**src/rtl/cdc_handshake_tx.sv**
```systemverilog
// Source (transmit) half of a toggle req/ack CDC handshake for a multi-bit word.
// Holds one captured word on TX_DATA, flips REQ_TOGGLE, then waits for the resynchronised ACK level to match.
module cdc_handshake_tx #(
    parameter int unsigned BUS_WIDTH      = 8,
    parameter int unsigned NUM_STAGES     = 2,
    parameter int unsigned TIMEOUT_CYCLES = 0
) (
    input  logic                 CLK,
    input  logic                 RST,
    input  logic [BUS_WIDTH-1:0] SRC_DATA,
    input  logic                 SRC_VALID,
    output logic                 SRC_READY,
    output logic [BUS_WIDTH-1:0] TX_DATA,
    output logic                 REQ_TOGGLE,
    input  logic                 ACK_ASYNC,
    output logic                 BUSY,
    output logic                 TIMEOUT_ERR,
    output logic                 PROTO_ERR
);

    localparam int unsigned      CNT_W   = (TIMEOUT_CYCLES == 0) ? 1 : $clog2(TIMEOUT_CYCLES + 1);
    localparam logic [CNT_W-1:0] CNT_MAX = CNT_W'(TIMEOUT_CYCLES);

    typedef enum logic [1:0] {
        IDLE,
        SEND,
        WAIT_ACK
    } state_t;

    state_t                 state_q, state_d;
    logic [NUM_STAGES-1:0]  ack_sync_q;
    logic                   ack_s;
    logic                   ready_q, ready_d;
    logic [BUS_WIDTH-1:0]   data_q, data_d;
    logic                   req_q, req_d;
    logic                   busy_q, busy_d;
    logic [CNT_W-1:0]       cnt_q, cnt_d;
    logic                   tmo_q, tmo_d;
    logic                   proto_q, proto_d;

    // ACK is a level from another clock domain; only the last stage is used.
    always_ff @(posedge CLK) begin
        if (!RST) begin
            ack_sync_q <= '0;
        end else begin
            ack_sync_q <= {ack_sync_q[NUM_STAGES-2:0], ACK_ASYNC};
        end
    end

    assign ack_s = ack_sync_q[NUM_STAGES-1];

    always_ff @(posedge CLK) begin
        if (!RST) begin
            state_q <= IDLE;
            ready_q <= 1'b0;
            data_q  <= '0;
            req_q   <= 1'b0;
            busy_q  <= 1'b0;
            cnt_q   <= '0;
            tmo_q   <= 1'b0;
            proto_q <= 1'b0;
        end else begin
            state_q <= state_d;
            ready_q <= ready_d;
            data_q  <= data_d;
            req_q   <= req_d;
            busy_q  <= busy_d;
            cnt_q   <= cnt_d;
            tmo_q   <= tmo_d;
            proto_q <= proto_d;
        end
    end

    always_comb begin
        state_d = state_q;
        ready_d = ready_q;
        data_d  = data_q;
        req_d   = req_q;
        busy_d  = busy_q;
        cnt_d   = cnt_q;
        tmo_d   = tmo_q;
        proto_d = proto_q;

        case (state_q)
            IDLE: begin
                ready_d = 1'b1;
                // With nothing outstanding the synchronised ACK must already match REQ.
                if (ack_s != req_q) begin
                    proto_d = 1'b1;
                end
                if (SRC_VALID && ready_q) begin
                    data_d  = SRC_DATA;
                    ready_d = 1'b0;
                    busy_d  = 1'b1;
                    state_d = SEND;
                end
            end
            SEND: begin
                req_d   = ~req_q;
                cnt_d   = '0;
                state_d = WAIT_ACK;
            end
            WAIT_ACK: begin
                if (ack_s == req_q) begin
                    ready_d = 1'b1;
                    busy_d  = 1'b0;
                    state_d = IDLE;
                end else begin
                    if (cnt_q != CNT_MAX) begin
                        cnt_d = cnt_q + 1'b1;
                    end
                    if ((TIMEOUT_CYCLES != 0) && (cnt_d == CNT_MAX)) begin
                        tmo_d = 1'b1;
                    end
                end
            end
            default: begin
                state_d = IDLE;
            end
        endcase
    end

    assign SRC_READY   = ready_q;
    assign TX_DATA     = data_q;
    assign REQ_TOGGLE  = req_q;
    assign BUSY        = busy_q;
    assign TIMEOUT_ERR = tmo_q;
    assign PROTO_ERR   = proto_q;

endmodule

```
**config.mk**
```make
export PLATFORM = sky130hd
export DESIGN_NAME = cdc_handshake_tx
export DESIGN_NICKNAME = d
export VERILOG_FILES = /design/src/rtl/cdc_handshake_tx.sv
export SDC_FILE = /design/constraint.sdc
export NUM_CORES = 1
export LEC_CHECK = 0
export ABC_CLOCK_PERIOD_IN_PS = 1700
export BUFFER_PORTS_ARGS = -buffer_cell sky130_fd_sc_hd__buf_2
export CORE_AREA = 10 10 47 49
export CTS_CLUSTER_DIAMETER = 120
export DETAILED_ROUTE_END_ITERATION = 7
export DIE_AREA = 0 0 57 59
export PLACE_DENSITY = 0.76
export RECOVER_POWER = 50
export SKIP_CTS_REPAIR_TIMING = 1
export SYNTH_ARGS = -nofsm -noshare
export SYNTH_HDL_FRONTEND = slang
export SYNTH_SLANG_ARGS = --single-unit
```
**constraint.sdc**
```tcl
create_clock -name CLK -period 1.7 [get_ports CLK]
set_clock_uncertainty 0.05 [all_clocks]
set_input_delay 0.34 -clock CLK [delete_from_list [all_inputs] [get_ports CLK]]
set_output_delay 0.34 -clock CLK [all_outputs]
set_load 0.03 [all_outputs]
```
**Word level (Yosys, flattened, before mapping)**

Index checks and enable logic that the tools add are counted.

- Register bits after elaboration: 16
- Bits of input ports: 12
- Word-level logic and storage cells: 31

- Equality and inequality tests: 6
- Muxes and demuxes: 9
- Bitwise gates (word level): 1
- Reduce and logical (&&, ||, !) cells: 8

Operator list:

| cell | number |
|---|---|
| 2-bit AND reduction | 4 |
| 2-bit one-hot mux with 3 select lines | 1 |
| 1-bit two-way mux | 4 |
| 2-bit two-way mux | 2 |
| 2-bit inequality test, second input constant | 2 |
| 1-bit one-hot mux with 2 select lines | 2 |
| 3-bit AND reduction | 1 |
| 2-bit by 1-bit == test with 1-bit output, second input constant | 1 |
| 2-bit == test, second input constant | 1 |
| 2-bit zero test | 1 |
| 2-bit nonzero test | 1 |
| 1-bit == test | 1 |
| 1-bit logical AND | 1 |
| 1-bit inequality test | 1 |
| 1-bit inverter | 1 |

**Logic depth before layout (Yosys ltp)**

Gate-level depths: netlist (run 1).

- Word-level depth: 3
- Depth in mapped cells: 4
- Gate-level depth less buffers: 3

**Worst setup path after synthesis (run 1)**

OpenSTA, ideal clock, no wires.

- Path kind: reg2reg
- Start: reg req_q (netlist: REQ_TOGGLE)
- End: reg ready_q (netlist: SRC_READY)
- Setup time: 116 ps
- Data arrival time: 1022 ps
- Path slack: 512 ps
- Stages on the path, launching flop included: 4
- Buffers on the path: 0
- Path through: dfxtp_1 > xor2_1 > a21oi_1 > o211a_1

- Word-level cells in the longest chain between the ends: 3

Ends and longest elaborated chain:

| element | RTL line | RTL |
|---|---|---|
| start, declared | 35 | `logic req_q, req_d;` |
| start signal, assigned | 66 | `req_q <= req_d;` |
| 1-bit == test | 104 | `if (ack_s == req_q) begin` |
| 2-bit inequality test (no source line) | -- |  |
| 2-bit AND reduction (no source line) | -- |  |
| end signal, assigned | 64 | `ready_q <= ready_d;` |
| end, declared | 33 | `logic ready_q, ready_d;` |

Every way passes these cells.
A chain may end at the register's enable or synchronous reset.

**Worst setup path in the final report (run 1)**

- Start: reg data_q[6] (netlist: TX_DATA[6])
- End: out TX_DATA[6]

RTL lines:

| element | RTL line | RTL |
|---|---|---|
| start, declared | 34 | `logic [BUS_WIDTH-1:0] data_q, data_d;` |
| start signal, assigned | 65 | `data_q <= data_d;` |
| end, declared | 13 | `output logic [BUS_WIDTH-1:0] TX_DATA,` |

No word-level cell between the ends.

==> impl_results.md, run 1 <==
* Synth top area cells: dfxtp_1 (53%), a21boi_1 (9.9%), nand2_1 (9.9%)
* Wirelength per Cell at 12.5 µm
* 1st-iter DRT viols at 5
* Die area at 3360 µm²
* Max Root-Sink Buffers at 2
* Final min period at 1.35 ns
* R2R Setup Slk at 0.41 ns
* Main synth FF type: dfxtp_1
* RSZ-0062 raised after global routing: no
* Critical path data arrival time at 0.96 ns
* Wire length on met2 at 663 µm
* DRT Pass-1 Iters at 5
* DP Wirelength at 991 µm
* WP data required at 1.31 ns
* Smallest hold slack at 0.213 ns
* Max VDD drop at 0.541 mV
* Post-synth ARST share at 0
* Tightest Hold Check Type: input pin to flip-flop
* Pre-CTS setup slack at 0.483 ns
* Cell taking the most area after synthesis: dfxtp_1
* IO Port Bufs at 23
* Worst setup EP type: output pin
* Register area share after synthesis at 0.530
* Max-cap viol count at 0
* Cells after synthesis at 64
* Setup TNS at 0 ns
* Synth-to-layout area growth at 23.2%
* Setup violators final at 0
* # diodes at 0
* Sinks on Clock Net at 16
* Residual antenna-violating net count after detailed routing at 0
* Leak at 0.310 nW
* First-pass GRT wire length at 2090 µm
* Met3 routed WL at 71 µm
* Final #Nets at 101
* CTS buffer count at 3
* Avg Inst Size Synth at 9.44 µm²
* # rows at 14
* Number of global-route vias before repair at 518
* Die H at 59 µm
* FMAX at 0.741 GHz
* H-tree lvl count at 1
* #FFs+latches synth at 16
* CP startpoint kind: flip-flop
* CP max stage cell: dfxtp_1
* Final WL at 1300 µm
* Root buffer cell: clkbuf_4
* Slew margin rel. at 0.636
* Synth top area share at 0.530
* Worst path bufs/invs at 1
* Family with the most delay on the worst path: flip-flops
* Crit Path Category: flip-flop to output pin
* Final hold vios at 0
* Final Max Tran Viols at 0
* Core area at 1400 µm²
* Share of the clock period used by the worst path at 0.794
* Syn Std Cell Area at 604 µm²
* Critical Path Max Stage Delay at 0.36 ns
* Worst-Margin Slew at 0.546 ns
* Crit-path cells: clkbuf_1
* Initial core utilization at 0.431
* Via count at 496
* DRC at 0
* Ports at 25
* Crit-path max FO at 2
* Worst skew pair latency at 0.28 ns
* Pwr/cell area at 1040 nW/µm²
* Die Span X at 57 µm
* Tot GR Track Use at 0.0757
* Final worst slack at 0.351 ns
* Largest net degree at the start of global routing at 17
* Synth unique cells at 19
* Yosys warnings at 0
* Final Wtd Congestion at 0.643
* Initial antenna violation count at 0
* CTS clk-pin slew, worst paths at 0.09 ns
* Avg Vias per Cell at 4.77
* Remaining global-route overflow at 0
* Mapped Nets at 76
* Share of cells above drive strength 1 at 0.205
* M1 WL at 562 µm
* Status: finished, final reports clean
* Post-synth EDFFs at 0
* CTS tree: done
* Most frequent cells after synthesis: dfxtp_1 (16), nand2_1 (16), a21boi_1 (8)
* Top layer in use: met3
* Core Util, Final at 0.531
## layout by cell type, fill, tap and decap left out, types with 2 or more instances in the layout
cell,n
and2_1,2
clkbuf_4,3
o21ai_0,2
xnor2_1,2
dfxtp_1,16
nand2_1,16
buf_2,14
and2_0,3
nand2b_1,2
a21boi_1,8
clkbuf_1,10
## per-stage QoR
| stage | total power, mW | area (µm²) | cells |
|---|---|---|---|
| finish | 0.773 | 744 | 104 |
| global placement | 0.535 | 723 | 100 |
| floorplan | 0.500 | 604 | 64 |
| CTS | 0.787 | 759 | 104 |
| global route | 0.805 | 744 | 104 |
| detailed placement | 0.538 | 723 | 100 |
## final timing paths
| kind | start | end | cells after the start |
|---|---|---|---|
| setup / recovery | TX_DATA[6] | TX_DATA[6] | 1 |
| hold / removal | ACK_ASYNC | ack_sync_q[0] | 2 |
| setup reg to reg | state_q[0] | TX_DATA[5] | 4 |
| hold reg to reg | ack_sync_q[0] | ack_sync_q[1] | 1 |
## layer usage
metal  up-vias  GRT usage
met3         0     0.0279
li1        258          -
met1       224     0.0822
met2        14      0.130
met4         0     0.0302
met5         -          0
## layout make-up
class,instances,area (µm²)
Clock buffer,4,36.3
Fill cell,148,657
Multi-Input combinational cell,44,260
Sequential cell,16,320
Tap cell,16,20.0
Timing Repair Buffer,24,108
## where the power goes
group | switching (mW) | internal, mW
sequential | 0.0138 | 0.396
combinational | 0.0729 | 0.0404
clock | 0.119 | 0.130
## cells by family (layout without fill, tap and decap cells)
family                 after synthesis  count (layout)  synth area share
buffers and inverters                4              28            0.0393
other                                1               1           0.00621
AND/OR/NAND/NOR                     26              26             0.215
XOR/XNOR                             3               3            0.0435
AO/OA/AOI/OAI                       14              14             0.166
flip-flops                          16              16             0.530
## flip-flops by register name, summed over array words and instances (netlist names)
| name | count |
|---|---|
| BUSY | 1 |
| PROTO_ERR | 1 |
| REQ_TOGGLE | 1 |
| state_q | 2 |
| ack_sync_q | 2 |
| SRC_READY | 1 |
| TX_DATA | 8 |
Note: power is estimated with default switching activity, not from simulation.
==> run 2: changes to the inputs <==
--- a/config.mk
+++ b/config.mk
@@ -5,13 +5,14 @@
 export SDC_FILE = /design/constraint.sdc
 export NUM_CORES = 1
 export LEC_CHECK = 0
-export ABC_CLOCK_PERIOD_IN_PS = 1700
+export ABC_AREA = 1
+export ABC_CLOCK_PERIOD_IN_PS = 1180
 export BUFFER_PORTS_ARGS = -buffer_cell sky130_fd_sc_hd__buf_2
-export CORE_AREA = 10 10 47 49
+export CORE_MARGIN = 10
+export CORE_UTILIZATION = 40
 export CTS_CLUSTER_DIAMETER = 120
 export DETAILED_ROUTE_END_ITERATION = 7
-export DIE_AREA = 0 0 57 59
-export PLACE_DENSITY = 0.76
+export PLACE_DENSITY = 0.71
 export RECOVER_POWER = 50
 export SKIP_CTS_REPAIR_TIMING = 1
 export SYNTH_ARGS = -nofsm -noshare
==> constraint.sdc (replaced) <==
create_clock -name CLK -period 1.18 [get_ports CLK]
set_clock_uncertainty 0.05 [all_clocks]
set_input_delay 0.236 -clock CLK [delete_from_list [all_inputs] [get_ports CLK]]
set_output_delay 0.236 -clock CLK [all_outputs]
set_load 0.03 [all_outputs]
==> impl_results.md, run 2 <==
* Via count at 567 (+14%)
* CP startpoint kind: flip-flop
* Slew margin rel. at 0.653 (+0.0174)
* Mapped Nets at 93 (+22%)
* Final worst slack at 0.0506 ns (-0.300 ns)
* Critical path data arrival time at 0.84 ns (-0.12 ns)
* Worst setup EP type: output pin
* 1st-iter DRT viols at 5 (unchanged)
* Setup TNS at 0 ns (unchanged)
* IO Port Bufs at 23 (unchanged)
* Largest family of logic cells by synthesized area: simple AND/OR/NAND/NOR gates
* Reg2reg end: BUSY
* Synth top area cells: dfxtp_1 (52%), nor2_1 (11%), nand2_1 (8.6%)
* Avg Inst Size Synth at 7.58 µm² (-20%)
* Pwr/cell area at 1540 nW/µm² (+48%)
* RR Startpoint: state_q[0]
* Mux cell area share after synthesis at 0 (unchanged)
* Worst path bufs/invs at 1 (unchanged)
* Max Root-Sink Buffers at 2 (unchanged)
* R2R cell count at 5 (+1)
* Synth-to-layout area growth at 25.5%
* Worst skew pair latency at 0.29 ns (about the same)
* Max-cap viol count at 0 (unchanged)
* Most frequent cells in the layout: buf_2 (21), nor2_1 (18), dfxtp_1 (15)
* # diodes at 0 (unchanged)
* Hold path cells at 3 (+1)
* Initial core utilization at 0.418 (-0.0137)
* Most frequent cells after synthesis: nor2_1 (18), dfxtp_1 (16), nand2_1 (14)
* Worst-Margin Slew at 0.520 ns (-0.0261 ns)
* Synth unique cells at 14 (-5)
* DP Wirelength at 1070 µm (+8.1%)
* DRC at 0 (unchanged)
* Crit-path cells: buf_2
* Die H at 59.2 µm (+0.32%)
* Setup violators final at 0 (unchanged)
* Commonest non-fill, non-tap cell in the layout: buf_2
* #FFs+latches synth at 16 (unchanged)
* Ports at 25 (unchanged)
* First-pass GRT wire length at 2100 µm (+0.33%)
* Post-synth ARST share at 0 (unchanged)
* Crit-path max FO at 3 (+1)
* Hold path start: ACK_ASYNC
* Final Max Tran Viols at 0 (unchanged)
* CTS buffer count at 3 (unchanged)
* # rows at 14 (unchanged)
* Hold Path End: ack_sync_q[0]
* Post-Synth Adder-Cell Area at 0 (unchanged)
* Family with the most delay on the worst path: flip-flops
* Register area share after synthesis at 0.521 (-0.00864)
* Pre-CTS setup slack at 0.166 ns (-0.316 ns)
* Cell taking the most area after synthesis: dfxtp_1
* Yosys warnings at 0 (unchanged)
* Post-synth EDFFs at 0 (unchanged)
* R2R Setup Slk at 0.12 ns (-0.29 ns)
* CTS tree: done
* Residual antenna-violating net count after detailed routing at 0 (unchanged)
* Max VDD drop at 0.657 mV (+22%)
* FMAX at 0.885 GHz
* Leak at 0.408 nW (+32%)
* DRT Pass-1 Iters at 2 (-3)
* Compound-gate portion of the synthesized area at 0.0978 (-0.0679)
* CTS clk-pin slew, worst paths at 0.09 ns (about the same)
* Number of global-route vias before repair at 514 (-0.77%)
* Syn Std Cell Area at 614 µm² (+1.7%)
* Cells after synthesis at 81 (+27%)
* Crit Path Category: flip-flop to output pin
* Final Wtd Congestion at 0.749 (+17%)
* Tot GR Track Use at 0.0774 (+0.00173)
* Main synth FF type: dfxtp_1
* CP max stage cell: dfxtp_1
* Simple-Gate Fraction of Synth Area at 0.285 (+0.0698)
* Most common cell in the synthesized netlist: nor2_1
* Core area at 1470 µm² (+5.0%)
* Final WL at 1340 µm (+3.5%)
* Share of the clock period used by the worst path at 0.957
* Tightest Hold Check Type: input pin to flip-flop
* Initial antenna violation count at 0 (unchanged)
* Xor/xnor share of the synthesized area at 0 (-0.0435)
* Remaining global-route overflow at 0 (unchanged)
* Number of flip-flops in the largest register at 8 (unchanged)
* Root buffer cell: clkbuf_4
* H-tree lvl count at 1 (unchanged)
* Wirelength per Cell at 11.0 µm (-12%)
* Synth top area share at 0.521 (-0.00864)
* Critical Path Max Stage Delay at 0.35 ns (about the same)
* Final min period at 1.13 ns
* Share of cells above drive strength 1 at 0.283 (+0.0785)
* RSZ-0062 raised after global routing: no
* Final hold vios at 0 (unchanged)
* Final #Nets at 119 (+18%)
* Die Span X at 59.2 µm (+3.8%)
* Status: finished, final reports clean
* Largest net degree at the start of global routing at 16 (-1)
* Die area at 3500 µm² (+4.2%)
* Avg Vias per Cell at 4.65 (-2.6%)
* WP data required at 0.89 ns (-0.42 ns)
* Sinks on Clock Net at 16 (unchanged)
-- run 2: changes by cell type in the layout (fill, tap and decap cells not counted), moves of 2 or more --
| cell | delta |
|---|---|
| buf_2 | +7 |
| nand3_1 | +5 |
| nand2b_1 | -2 |
| clkbuf_1 | -9 |
| a21oi_1 | +2 |
| and2_1 | -2 |
| xnor2_1 | -2 |
| nor2_1 | +18 |
| and2_0 | -3 |
| nand2_1 | -2 |
| a21boi_1 | -8 |
| inv_1 | +9 |
| o21ai_0 | +7 |
-- run 2: worst max path at each step --
stage	slack (ns)	endpoint	from	depth (start not counted)
global placement	0.18	TX_DATA[4]	SRC_VALID	7
CTS	0.004	REQ_TOGGLE	REQ_TOGGLE	1
finish	0.05	SRC_READY	SRC_READY	1
floorplan	0.05	TX_DATA[0]	SRC_READY	5
global route	0.007	TX_DATA[7]	TX_DATA[7]	1
detailed placement	0.17	TX_DATA[4]	SRC_VALID	7
-- run 2: area by class of cell --
type                       count  area (µm²)
tap                           16        20.0
sequential                    16         322
timing repair buffer          23         116
inverter                      10        37.5
multi-input combinational     53         239
clock buffer                   4        36.3
fill                         145         701
-- run 2: cell families (layout without fill, tap and decap cells) --
| logic type | after synthesis | count (layout) |
|---|---|---|
| flops | 16 | 16 |
| compound gates | 12 | 12 |
| buf+inv | 12 | 37 |
| other cells | 1 | 1 |
| simple gates | 40 | 40 |
-- run 2: routing by layer --
| layer | track usage | up-vias | share of wire |
|---|---|---|---|
| met5 | 0 | - | 0 |
| met4 | 0.0590 | 0 | 0.029 |
| met3 | 0.0279 | 4 | 0.057 |
| met2 | 0.125 | 13 | 0.50 |
| met1 | 0.0795 | 251 | 0.42 |
| li1 | - | 299 | - |
-- run 2: metrics by stage --
step | util | area (µm²) | std cells | hold slack (ns) | power, mW
4_1_cts | 0.526 | 773 | 122 | 0.0694 | 1.20
5_1_grt | 0.524 | 771 | 122 | 0.0799 | 1.25
3_3_place_gp | 0.501 | 737 | 118 | 0.361 | 0.838
3_5_place_dp | 0.501 | 737 | 118 | 0.366 | 0.840
6_report | 0.524 | 771 | 122 | 0.0737 | 1.18
2_1_floorplan | - | 614 | 81 | 0.284 | 0.773
-- run 2: power by group --
| part | internal, mW | switching, mW | leakage (nW) |
|---|---|---|---|
| clock | 0.188 | 0.173 | 0.0210 |
| combinational | 0.0702 | 0.151 | 0.255 |
| sequential | 0.580 | 0.0214 | 0.132 |
